--- src/rtl/fft16_input_sched.sv ---
// fft16_input_sched: collects 16-sample frames and presents them as radix-4 groups {g, g+4, g+8, g+12}.
// Define FFT_SCHED_PINGPONG_EN for a second bank so the next frame fills while the current one drains.
module fft16_input_sched #(
  parameter int N = 16
) (
  input  logic         clk,
  input  logic         rst_n,
  input  logic [N-1:0] in_data,
  input  logic         in_valid,
  output logic         in_ready,
  input  logic         out_ready,
  output logic         out_valid,
  output logic [N-1:0] out0,
  output logic [N-1:0] out1,
  output logic [N-1:0] out2,
  output logic [N-1:0] out3,
  output logic [1:0]   grp,
  output logic [4:0]   level,
  output logic         frame_done
);

  logic [N-1:0] bank [2][16];
  logic [3:0]   wcnt;
  logic [1:0]   g;
  logic         wb;
  logic         rb;
  logic [1:0]   full;
  logic         wr_en;
  logic         rd_en;
  logic         fill_done;
  logic         drain_done;

  assign in_ready   = ~full[wb];
  assign out_valid  = full[rb];
  assign wr_en      = in_valid & in_ready;
  assign rd_en      = out_valid & out_ready;
  assign fill_done  = wr_en & (wcnt == 4'd15);
  assign drain_done = rd_en & (g == 2'd3);
  assign level      = full[wb] ? 5'd16 : {1'b0, wcnt};

  // Storage is deliberately left unreset; the full flags guard every read.
  always_ff @(posedge clk) begin
    if (wr_en) begin
      bank[wb][wcnt] <= in_data;
    end
  end

  always_ff @(posedge clk) begin
    if (!rst_n) begin
      wcnt       <= 4'd0;
      g          <= 2'd0;
      wb         <= 1'b0;
      rb         <= 1'b0;
      full       <= 2'b00;
      frame_done <= 1'b0;
    end else begin
      frame_done <= drain_done;
      if (wr_en) begin
        wcnt <= wcnt + 4'd1;
      end
      if (rd_en) begin
        g <= g + 2'd1;
      end
      // Fill and drain completing together always touch different banks.
      if (drain_done) begin
        full[rb] <= 1'b0;
`ifdef FFT_SCHED_PINGPONG_EN
        rb <= ~rb;
`endif
      end
      if (fill_done) begin
        full[wb] <= 1'b1;
`ifdef FFT_SCHED_PINGPONG_EN
        wb <= ~wb;
`endif
      end
    end
  end

  always_comb begin
    out0 = '0;
    out1 = '0;
    out2 = '0;
    out3 = '0;
    grp  = 2'd0;
    if (out_valid) begin
      out0 = bank[rb][{2'b00, g}];
      out1 = bank[rb][{2'b01, g}];
      out2 = bank[rb][{2'b10, g}];
      out3 = bank[rb][{2'b11, g}];
      grp  = g;
    end
  end

endmodule

--- config.mk ---
export PLATFORM = sky130hd
export DESIGN_NAME = fft16_input_sched
export DESIGN_NICKNAME = d
export VERILOG_FILES = /design/src/rtl/fft16_input_sched.sv
export SDC_FILE = /design/constraint.sdc
export NUM_CORES = 1
export LEC_CHECK = 0
export CORE_ASPECT_RATIO = 0.6
export CORE_MARGIN = 2
export CORE_UTILIZATION = 40
export DETAILED_ROUTE_END_ITERATION = 16
export PLACE_DENSITY = 0.66
export SETUP_SLACK_MARGIN = 0.5
export SYNTH_ARGS = -nofsm -noshare
export SYNTH_HDL_FRONTEND = slang
export SYNTH_SLANG_ARGS = --single-unit
--- constraint.sdc ---
create_clock -name clk -period 5.8 [get_ports clk]
set_input_delay 0.58 -clock clk [delete_from_list [all_inputs] [get_ports clk]]
set_output_delay 0.58 -clock clk [all_outputs]
set_load 0.02 [all_outputs]
# [Word-level counts from Yosys, hierarchy flattened]
# Memories as Yosys holds them, arrays and structs flattened.
# Cells that the tools add are included.
[word_totals] reg_bits=9 ram_bits=512 output_inout_bits=74 mem_count=1
[memory_table] memory="bank" words=2 word_bits=256 read_ports=1 rd_clocked_by_memory_dff=0 wr=1 line="22" source="logic [N-1:0] bank [2][16];"
[classes] n_addsub=2 n_lt_le_gt_ge=6 eq_ne=3 mux=25 bitwise=10 reduce_logical=1
[op_table] operator="16-bit binary-select mux with 4-bit select" count=4
[op_table] operator="256-bit two-way mux" count=1
[op_table] operator="16-bit two-way mux" count=13
[op_table] operator="16-bit demux with 4-bit select" count=1
[op_table] operator="5-bit >= comparator, second input constant" count=5
[op_table] operator="4-bit inverter with 5-bit output" count=3
[op_table] operator="5-bit by 1-bit less-than comparator with 1-bit output, second input constant" count=1
[op_table] operator="5-bit two-way mux" count=1
[op_table] operator="2-bit inverter with 5-bit output" count=1
[op_table] operator="3-bit inverter with 5-bit output" count=1
[op_table] operator="4-bit by 1-bit adder with 4-bit output, second input constant" count=1
[op_table] operator="1-bit bitwise AND" count=4
[op_table] operator="4-bit equality test, second input constant" count=1
[op_table] operator="2-bit two-way mux" count=2
[op_table] operator="1-bit two-way mux" count=3
[op_table] operator="3-bit by 1-bit inequality test with 1-bit output, second input constant" count=1
[op_table] operator="2-bit by 1-bit adder with 2-bit output, second input constant" count=1
[op_table] operator="2-bit equality test, second input constant" count=1
[op_table] operator="1-bit logical AND" count=1
[op_table] operator="1-bit inverter" count=1

# [Longest topological paths before layout]
[logic_depth] depth_word=6 ltp_mapped=4 ltp_nobuf=4

# [Worst setup path after synthesis]
# Ideal clock, no wire load.
[synth_path] kind="input to register" startpoint="in in_valid" endpoint="mem bank[0][208] (netlist name), enable pin" arrival_ps=2187 required_ps=5391 setup_slack_ps=3204 cell_stages=4 n_path_buf=1 path_cell_list="nor2b_1 clkbuf_1 nand2_1 nor3_1"
[synth_between] elab_chain_len=3
[synth_rtl] element="start, declared" line="9" source="input logic in_valid,"
[synth_rtl] element="1-bit bitwise AND" line="35" source="assign wr_en = in_valid & in_ready;"
[synth_rtl] element="1-bit two-way mux" line="43" source="if (wr_en) begin"
[synth_rtl] element="256-bit two-way mux (not written as such)" line="44" source="bank[wb][wcnt] <= in_data;"
[synth_rtl] element="end, declared" line="22"
# Every way passes these cells.

# [Worst setup path after layout]
[layout_path] startpoint="reg g[0]" endpoint="out out0[15]"
[layout_between] elab_chain_len=5
[layout_rtl] element="start, declared" line="24" source="logic [1:0] g;"
[layout_rtl] element="start signal, assigned" line="62" source="g <= g + 2'd1;"
[layout_rtl] element="2-bit inverter with 5-bit output (not written as such)" line="87" source="out0 = bank[rb][{2'b00, g}];"
[layout_rtl] element="16-bit binary-select mux with 4-bit select" line="87"
[layout_rtl] element="16-bit two-way mux (not written as such) (2 in series)" line="87"
[layout_rtl] element="16-bit two-way mux" line="86" source="if (out_valid) begin"
[layout_rtl] element="end, declared" line="13" source="output logic [N-1:0] out0,"
# Every way passes these cells. The select of a mux whose other input is x is not followed.

==> flow_summary_export.csv <==
group,metric,value,unit
global_routing,grt_usage,16.09,%
clocking,clock_sinks,264,
clocking,holdBufCountCts,0,
timing,drv_slew,0,
synthesis,ys_types,24,
power_and_ir_drop,leakagePower,3.802,nW
critical_path,crit_arrival,3300,ps
global_routing,grt_use_met3,2.753,%
timing,worstMarginPinSlew,1111,ps
timing,tns,0,ps
place,place.gp.congestion,0.7397,
status,outcome,"completed",
layout,areaGrowthSynthToFinish,20.54,%
floorplan,dieArea,26780,sq um
clocking,cts_tree,"built",
synthesis,yosysWarnings,0,
global_routing,antenna_found_initial,0,
timing,max_freq,257.7,MHz
global_routing,grt_max_degree,54,
global_routing,grt-ovfl-total,0,
timing,fin_crit,3881,ps
timing,clock_skew,16.28,ps
clocking,clockBufferDepth,3,
synthesis,synth_nets,501,
place,port-buffer-count,93,
floorplan,start_util,40.44,%
clocking,htreeDepth,1,
floorplan,rows,45,
critical_path,cp.required,5220,ps
critical_path,crit_type,"register to output port",
synthesis,synth_area_per_cell,21.38,sq um
timing,hold_viol_final,0,
power_and_ir_drop,combPwrFrac,2.4,%
global_routing,top_usage_layer,"met2",
drt,vias,4858,
clocking,clk_pin_slew,60,ps
floorplan,fp.dieH,127.6,um
power_and_ir_drop,p_int,2.980,mW
drt,drtIter0Drc,360,
timing,setup_viol,0,
hold_path,hold_class,"register to register",
global_routing,grt_pass1_wl,32060,um
layout,drive_above_1_share,20.33,%
synthesis,synth-seq-cells,264,
power_and_ir_drop,p_per_area,303.0,nW/um^2
power_and_ir_drop,seq_power_share,57.1,%
power_and_ir_drop,swShare,19.84,%
drt,wl_per_cell,22.64,um
critical_path,start_kind,"register",
drt,wirelength,21060,um
power_and_ir_drop,peakVddDrop,0.1866,mV
drt,drc,0,
timing,finalCritPeriodShare,66.91,%
global_routing,grt_pass1_vias,5167,
layout,fin_nets,608,
synthesis,synth_area,10180,sq um
timing,rsz0062_at_grt,"no",
drt,avgViaCountPerCell,5.224,
global_routing,grt_util_met2,24.90,%
drt,drtAntennaViolNets,0,
clocking,cts_buffers,25,
synthesis,ys_seq_area_share,77.11,%
clocking,post_cts_resize_count,0,
power_and_ir_drop,pwr-share-clk,40.4,%
floorplan,ios,94,
power_and_ir_drop,power_switching,0.7375,mW
layout,fillers,2034,
floorplan,dieWidth,209.9,um
critical_path,worstSetupEndpointType,"output port",
power_and_ir_drop,finalPower,3.717,mW
global_routing,use_met1,24.29,%
layout,finish.utilization,48.74,%
place,dp_hpwl,12710,um
flow_run,maxCapViolations,0,
clocking,root_buffer,"clkbuf_16",
layout,regArea,7854,sq um
drt,drtPass1Iterations,4,
clocking,post_cts_buffers,0,
synthesis,syn_inst,476,
layout,multiInputGateArea,2217,sq um
timing,relSlewSlack,25.95,%
clocking,clkLatencyLatePin,520,ps
critical_path,path_max_fanout,53,
floorplan,core_area,25170,sq um
-- final timing paths --
kind                            slack (ps)                    end                 start  cells after the start
worst max-delay path                  1920               out0[15]     g[0]$_SDFFE_PN0P_                      4
worst min-delay path                   570   wcnt[3]$_SDFFE_PN0P_  wcnt[0]$_SDFFE_PN0P_                      2
worst max register to register        3180  bank[0][87]$_DFFE_PP_  full[0]$_SDFFE_PN0P_                      4
worst min register to register         570   wcnt[3]$_SDFFE_PN0P_  wcnt[0]$_SDFFE_PN0P_                      2
-- power by group through the flow --
stage	Clock [mW]	Combinational, mW	Sequential [mW]
after floorplan	0	0.0306	2.16
after global placement	0	0.0864	2.16
after detailed placement	0	0.0917	2.16
after CTS	1.53	0.0921	2.12
after global routing	1.61	0.0985	2.12
final	1.50	0.0911	2.12
-- worst max-delay path, cell delays in order (launching register included) --
cell and delay (ps):
dfxtp_4 1050, buf_4 450, mux4_2 540, and2_1 180, clkdlybuf4s50_1 540
-- layout make-up --
type	instances	area share, %
flip-flops and latches	264	64.02
multi-input cells	183	18.07
repair buffers	106	8.384
clock buffers	28	5.191
well taps	329	3.355
clock inverters	16	0.8669
inverters	3	0.09179
diodes	1	0.02040
-- state kept, by name, summed over array words and instances (netlist names) --
name        flops
g               2
bank          256
wcnt            4
full            1
frame_done      1
-- layer usage --
| metal | up-vias | share of wire, % |
|---|---|---|
| li1 | 2116 | - |
| met1 | 2553 | 46 |
| met2 | 157 | 46 |
| met3 | 32 | 6.3 |
| met4 | 0 | 1.6 |
| met5 | - | 0 |
-- per-stage QoR --
step / area (sq um) / setup slack (ps) / std cells / hold slack, ps
5_1_grt: 12270 / 1650 / 929 / 601.8
4_1_cts: 12270 / 1778 / 929 / 573.1
3_3_place_gp: 11520 / 2372 / 885 / 537.0
6_report: 12270 / 1919 / 930 / 566.5
3_5_place_dp: 11520 / 2339 / 885 / 558.4
2_1_floorplan: 10180 / 3204 / 476 / 513.6
-- cells by family after synthesis --
kind of cell	Yosys count	synth area share, %
flip-flops	264	77.11
AND/OR/NAND/NOR	106	5.901
multiplexers	66	14.36
buffers and inverters	29	1.561
adder cells (fa/ha/maj)	5	0.6147
AO/OA/AOI/OAI	3	0.1967
XOR/XNOR	3	0.2582
-- synthesized netlist by cell type --
library cell  number  area [sq um]
buf_1              2         7.510
nand3_1            1         5.000
buf_4              1         7.510
buf_6              5         56.30
and2_1            69         431.7
inv_1              3         11.26
nand4_1            1         6.260
mux4_2            64          1441
edfxtp_1         256          7687
dfxtp_1            8         160.2
nor3_1             4         20.02
o21a_1             1         7.510
nand2b_1           3         18.77
nor2_1            15         56.30
clkbuf_1          11         41.29
nand2_1            8         30.03
a21oi_1            1         5.000
buf_2              7         35.03
mux2i_1            2         20.02
nor2b_1            4         25.02
a21boi_0           1         7.510
xnor2_1            3         26.28
ha_1               5         62.56
nand3b_1           1         7.510
-- placed cells by master, fill, tap and decap left out, types with 4 or more instances in the layout --
| cell | Yosys | layout |
|---|---|---|
| nor2_1 | 15 | 12 |
| ha_1 | 5 | 5 |
| mux4_2 | 64 | 64 |
| clkbuf_16 | 0 | 25 |
| buf_4 | 1 | 13 |
| dfxtp_1 | 8 | 5 |
| nand2_1 | 8 | 8 |
| nor2b_1 | 4 | 4 |
| edfxtp_1 | 256 | 256 |
| clkinv_2 | 0 | 7 |
| clkdlybuf4s50_1 | 0 | 93 |
| clkinv_1 | 0 | 6 |
| and2_1 | 69 | 69 |
No activity file was read; power rests on OpenSTA's default activity.
